===== src/rtl/axil_sig_dump.sv =====
// End-of-test signature dumper: waits for halt or timeout, then reads [sig_begin, sig_end)
// over an AXI-Lite read-only master and streams each word out with a last flag.
module axil_sig_dump #(
    parameter int DATA_WIDTH = 32,
    parameter int ADDR_WIDTH = 32,
    parameter int STRB_WIDTH = DATA_WIDTH / 8,
    parameter int CNT_WIDTH  = 32
) (
    input  logic                  clk,
    input  logic                  rstn,
    input  logic                  halt,
    input  logic [CNT_WIDTH-1:0]  timeout_limit,
    input  logic [ADDR_WIDTH-1:0] sig_begin,
    input  logic [ADDR_WIDTH-1:0] sig_end,
    output logic [ADDR_WIDTH-1:0] m_axil_araddr,
    output logic [2:0]            m_axil_arprot,
    output logic                  m_axil_arvalid,
    input  logic                  m_axil_arready,
    input  logic [DATA_WIDTH-1:0] m_axil_rdata,
    input  logic [1:0]            m_axil_rresp,
    input  logic                  m_axil_rvalid,
    output logic                  m_axil_rready,
    output logic [DATA_WIDTH-1:0] sig_tdata,
    output logic                  sig_tvalid,
    input  logic                  sig_tready,
    output logic                  sig_tlast,
    output logic                  busy,
    output logic                  done,
    output logic                  timed_out,
    output logic                  rd_err,
    output logic [CNT_WIDTH-1:0]  cycle_count
);

    typedef enum logic [2:0] {
        S_IDLE,
        S_AR,
        S_R,
        S_OUT,
        S_DONE
    } state_t;

    localparam logic [ADDR_WIDTH-1:0] ALIGN_MASK = ~(ADDR_WIDTH'(STRB_WIDTH - 1));
    localparam logic [ADDR_WIDTH-1:0] ADDR_STEP  = ADDR_WIDTH'(STRB_WIDTH);

    state_t                r_state;
    state_t                w_nextState;
    logic [ADDR_WIDTH-1:0] r_curAddr;
    logic [ADDR_WIDTH-1:0] r_endAddr;
    logic [DATA_WIDTH-1:0] r_tdata;
    logic [CNT_WIDTH-1:0]  r_cycleCount;
    logic                  r_timedOut;
    logic                  r_rdErr;

    logic [ADDR_WIDTH-1:0] w_beginAligned;
    logic [ADDR_WIDTH-1:0] w_endAligned;
    logic [ADDR_WIDTH-1:0] w_nextAddr;
    logic                  w_timeoutHit;
    logic                  w_trigger;
    logic                  w_isLast;

    assign w_beginAligned = sig_begin & ALIGN_MASK;
    assign w_endAligned   = sig_end & ALIGN_MASK;
    assign w_nextAddr     = r_curAddr + ADDR_STEP;
    assign w_isLast       = (w_nextAddr >= r_endAddr);
    // The timeout fires on the IDLE cycle whose pre-increment count is limit-1.
    assign w_timeoutHit   = (timeout_limit != '0) &&
                            (r_cycleCount == (timeout_limit - CNT_WIDTH'(1)));
    assign w_trigger      = halt || w_timeoutHit;

    always_ff @(posedge clk) begin
        if (!rstn) begin
            r_state <= S_IDLE;
        end else begin
            r_state <= w_nextState;
        end
    end

    always_comb begin
        w_nextState = r_state;
        case (r_state)
            S_IDLE: begin
                if (w_trigger) begin
                    w_nextState = (w_endAligned <= w_beginAligned) ? S_DONE : S_AR;
                end
            end
            S_AR: begin
                if (m_axil_arready) begin
                    w_nextState = S_R;
                end
            end
            S_R: begin
                if (m_axil_rvalid) begin
                    w_nextState = S_OUT;
                end
            end
            S_OUT: begin
                if (sig_tready) begin
                    w_nextState = w_isLast ? S_DONE : S_AR;
                end
            end
            S_DONE: begin
                w_nextState = S_DONE;
            end
            default: begin
                w_nextState = S_IDLE;
            end
        endcase
    end

    always_ff @(posedge clk) begin
        if (!rstn) begin
            r_curAddr    <= '0;
            r_endAddr    <= '0;
            r_tdata      <= '0;
            r_cycleCount <= '0;
            r_timedOut   <= 1'b0;
            r_rdErr      <= 1'b0;
        end else begin
            case (r_state)
                S_IDLE: begin
                    if (r_cycleCount != '1) begin
                        r_cycleCount <= r_cycleCount + CNT_WIDTH'(1);
                    end
                    if (w_trigger) begin
                        r_curAddr  <= w_beginAligned;
                        r_endAddr  <= w_endAligned;
                        r_timedOut <= !halt;
                    end
                end
                S_R: begin
                    if (m_axil_rvalid) begin
                        r_tdata <= m_axil_rdata;
                        r_rdErr <= r_rdErr | (m_axil_rresp != 2'b00);
                    end
                end
                S_OUT: begin
                    if (sig_tready) begin
                        r_curAddr <= w_nextAddr;
                    end
                end
                default: begin
                end
            endcase
        end
    end

    assign m_axil_araddr  = r_curAddr;
    assign m_axil_arprot  = 3'b000;
    assign m_axil_arvalid = (r_state == S_AR);
    assign m_axil_rready  = (r_state == S_R);
    assign sig_tdata      = r_tdata;
    assign sig_tvalid     = (r_state == S_OUT);
    assign sig_tlast      = (r_state == S_OUT) && w_isLast;
    assign busy           = (r_state == S_AR) || (r_state == S_R) || (r_state == S_OUT);
    assign done           = (r_state == S_DONE);
    assign timed_out      = r_timedOut;
    assign rd_err         = r_rdErr;
    assign cycle_count    = r_cycleCount;

endmodule


===== config.mk =====
export PLATFORM = sky130hd
export DESIGN_NAME = axil_sig_dump
export DESIGN_NICKNAME = d
export VERILOG_FILES = /design/src/rtl/axil_sig_dump.sv
export SDC_FILE = /design/constraint.sdc
export NUM_CORES = 1
export LEC_CHECK = 0
export BUFFER_PORTS_ARGS = -buffer_cell sky130_fd_sc_hd__buf_2
export CORE_ASPECT_RATIO = 2
export CORE_MARGIN = 10
export CORE_UTILIZATION = 41
export CTS_CLUSTER_SIZE = 28
export DETAILED_ROUTE_END_ITERATION = 8
export PLACE_DENSITY_LB_ADDON = 0.12
export SLEW_MARGIN = 20
export SYNTH_ARGS = -nofsm -noshare
export SYNTH_HDL_FRONTEND = slang
export SYNTH_SLANG_ARGS = --single-unit

===== constraint.sdc =====
create_clock -name clk -period 7.9 [get_ports clk]
set_clock_uncertainty 0.2 [all_clocks]
set_input_delay 1.58 -clock clk [delete_from_list [all_inputs] [get_ports clk]]
set_output_delay 1.58 -clock clk [all_outputs]
set_load 0.01 [all_outputs]

==> flow_summary.ini <==
[outcome]
status = completed

[route]
ant_nets = 0
vias = 8533
detail_route.iter0.violations = 458
drc = 0
dr.pass1.iters = 5
wl_per_cell_um = 18.44
vias_per_cell = 5.330
drt_wl_total_um = 29520

[placement]
dp_cells = 1569
placed_area_um2 = 9977
io_buffers = 233
dp.final_hpwl_um = 23050
routabilityCongestion = 0.9187

[setup_path]
critPathKind = flip-flop to output pin
end_kind = output pin
worstSetupStartpointType = flip-flop
timing.rr.start = m_axil_araddr[2]
crit_fanout = 7
cp.required_ns = 6.12
startpoint = m_axil_araddr[2]
slowest_delay_ns = 0.45
crit_path_top_delay_cell = dfxtp_1
arrival_ns = 4.90
path_cells = ha_1, nand3_1, nor2_1, nand3_1, nor3_1, nand4_1, nand2b_1, xnor2_1, ha_1, nand4_1, nor2_1, nand2_1, a21oi_1, o311ai_0, a31oi_1, buf_2

[die]
coreArea_um2 = 20930
die_h_um = 225.4
row_count = 75
die_w_um = 122.7
start_util_pct = 41.33
ios = 243
die-area_um2 = 27660

[clocking]
cts_buffers = 17
cts.path.max_buffers = 2
clk_latency_ns = 0.45
root_buffer = clkbuf_16
path_clk_slew_ns = 0.06
cts.sinks = 129
tritoncts = done
cts-htree-levels = 4
postCtsResizedCells = 0
ctsHoldBuffers = 0
postCtsSetupRepairBufs = 0

[worst_hold_path]
hp-class = flip-flop to flip-flop
worstHoldStart = sig_tdata[22]

[synth]
synthesis.area_um2 = 8650
ys_ff_latch = 129
synth-warning-count = 0
synth_edf_count = 0
async_reset_ff_share_pct = 0
syn_area_per_cell_um2 = 7.799
ys_types = 68
ys_seq_area_share_pct = 29.86
synthCells = 1109
synth-main-ff-cell = dfxtp_1

[final_layout]
num_antenna_cells = 0
fill_cells = 2140
final_cell_area_um2 = 10540
synthToLayoutAreaGrowth_pct = 21.89
fin_util_pct = 50.38
final-seq-area_um2 = 2582
finalNonFillerCells = 1601
multi_input_area_um2 = 5528
drive_gt1_share_pct = 22.07
finalNetCount = 1519

[job]
drv_cap = 0

[power]
power_mw = 1.950
ir_drop_mv = 0.1287
power.density_nw_per_um2 = 184.9
p_leak_nw = 4.754

[timing]
hold_viol_final = 0
tightestPinTransition_ns = 1.066
fin_setup_tns_ns = 0
fin_crit_ns = 6.677
slew_headroom_pct = 28.69
rsz0062_at_grt = no
maxSlewViolCount = 0
finalSetupViolations = 0
finalCritPeriodShare_pct = 84.52
max_freq_mhz = 149.8

[global_routing]
grt_pass1_wl_um = 46150
antenna_found_initial = 1
grt_max_degree = 57
grt_pass1_vias = 8749
grt.total_usage_pct = 21.44
grt_remaining_overflow = 0
==> kinds of logic after synthesis <==
kind of cell | count (synthesis) | share of synthesized area (%)
adder cells (fa/ha/maj) | 64 | 9.258
buffers and inverters | 136 | 6.611
AND/OR/NAND/NOR | 453 | 25.42
XOR/XNOR | 93 | 9.417
AO/OA/AOI/OAI | 190 | 14.42
flip-flops | 129 | 29.86
multiplexers | 43 | 4.976
other | 1 | 0.04335
==> worst max-delay path, delay by kind of cell, from the launching register on <==
family,cells,cell delay (ns)
simple gates,9,2.18
compound gates,3,0.85
fa+ha+maj,2,0.58
flops,1,0.45
buf+inv,1,0.22
xor+xnor,1,0.16
==> flip-flops by register name, indices dropped and copies added, names as in the netlist <==
| register | flops |
|---|---|
| timed_out | 1 |
| sig_tdata | 32 |
| rd_err | 1 |
| r_endAddr | 30 |
| m_axil_araddr | 30 |
| cycle_count | 32 |
| r_state | 3 |
==> cell usage in the layout (no fill, tap or decap), types with 8 or more instances in the layout <==
cell       synthesis  final
buf_2              4    233
nand2_1          138    136
dfxtp_1          129    129
nor2_1           122    122
inv_1             80     80
a21oi_1           72     72
ha_1              64     64
xnor2_1           47     47
xor2_1            46     46
mux2i_1           43     43
nor3_1            34     33
nand3_1           30     30
nand4_1           28     28
or3_1             22     22
o21ai_0           21     21
clkbuf_16          0     17
a21o_1            13     13
o211ai_1          11     11
o22ai_1           11     11
and3_1            10     10
nor4_1            10     10
nor2b_1            8      8
or4_1              8      8
and2_1             8      8
buf_4              7      8
==> metal layers <==
| metal | GRT usage [%] | vias up | part of all wire, % | routed length [um] |
|---|---|---|---|---|
| met5 | 0 | - | 0.058 | 17 |
| met4 | 10.39 | 2 | 3.9 | 1146 |
| met3 | 4.592 | 59 | 5.1 | 1494 |
| met2 | 40.86 | 219 | 56 | 16500 |
| met1 | 20.72 | 3972 | 35 | 10370 |
| li1 | - | 4281 | - | - |
==> metrics by stage <==
stage / hold slack [ns] / setup slack [ns]
finish: 0.2503 / 1.223
global route: 0.2672 / 0.8909
CTS: 0.2519 / 1.263
detailed placement: 0.2412 / 1.741
global placement: 0.2301 / 1.785
floorplan: 0.2604 / 2.706
==> cell type report <==
cell class,count,area share [%]
clock inverters,14,1.246
clock buffers,18,4.071
flip-flops and latches,129,24.50
repair buffers,241,11.63
multi-input cells,848,52.43
inverters,82,2.931
well taps,269,3.193
==> worst paths after layout <==
path	cells after the start	slack (ns)	endpoint
worst min-delay path	2	0.25	sig_tdata[22]
worst min register to register	2	0.25	sig_tdata[22]
worst max register to register	17	3.14	r_state[2]
worst max-delay path	16	1.22	sig_tlast
==> report_power, final <==
part	leakage [nW]	internal, mW	total [mW]	switching, mW
clock	0.265	0.437	0.774	0.337
sequential	1.05	0.694	0.742	0.0483
combinational	3.44	0.190	0.434	0.243
total	4.75	1.32	1.95	0.629
==> synth_stat cells, types with 7 or more instances <==
cell / n / area [um^2]
a21oi_1: 72 / 360.4
or4_1: 8 / 60.06
nor3_1: 34 / 170.2
o22ai_1: 11 / 68.82
buf_4: 7 / 52.55
dfxtp_1: 129 / 2582
nand3_1: 30 / 150.1
ha_1: 64 / 800.8
nand2_1: 138 / 518.0
and2_1: 8 / 50.05
nor4_1: 10 / 62.56
a21o_1: 13 / 97.59
nor2_1: 122 / 457.9
inv_1: 80 / 300.3
o21ai_0: 21 / 105.1
o41ai_1: 7 / 61.31
mux2i_1: 43 / 430.4
nand4_1: 28 / 175.2
or3_1: 22 / 137.6
nor2b_1: 8 / 50.05
nand2b_1: 7 / 43.79
xnor2_1: 47 / 411.6
o2bb2ai_1: 7 / 61.31
xor2_1: 46 / 402.9
clkbuf_1: 39 / 146.4
o211ai_1: 11 / 82.58
and3_1: 10 / 62.56
Note: power is estimated with default switching activity, not from simulation.
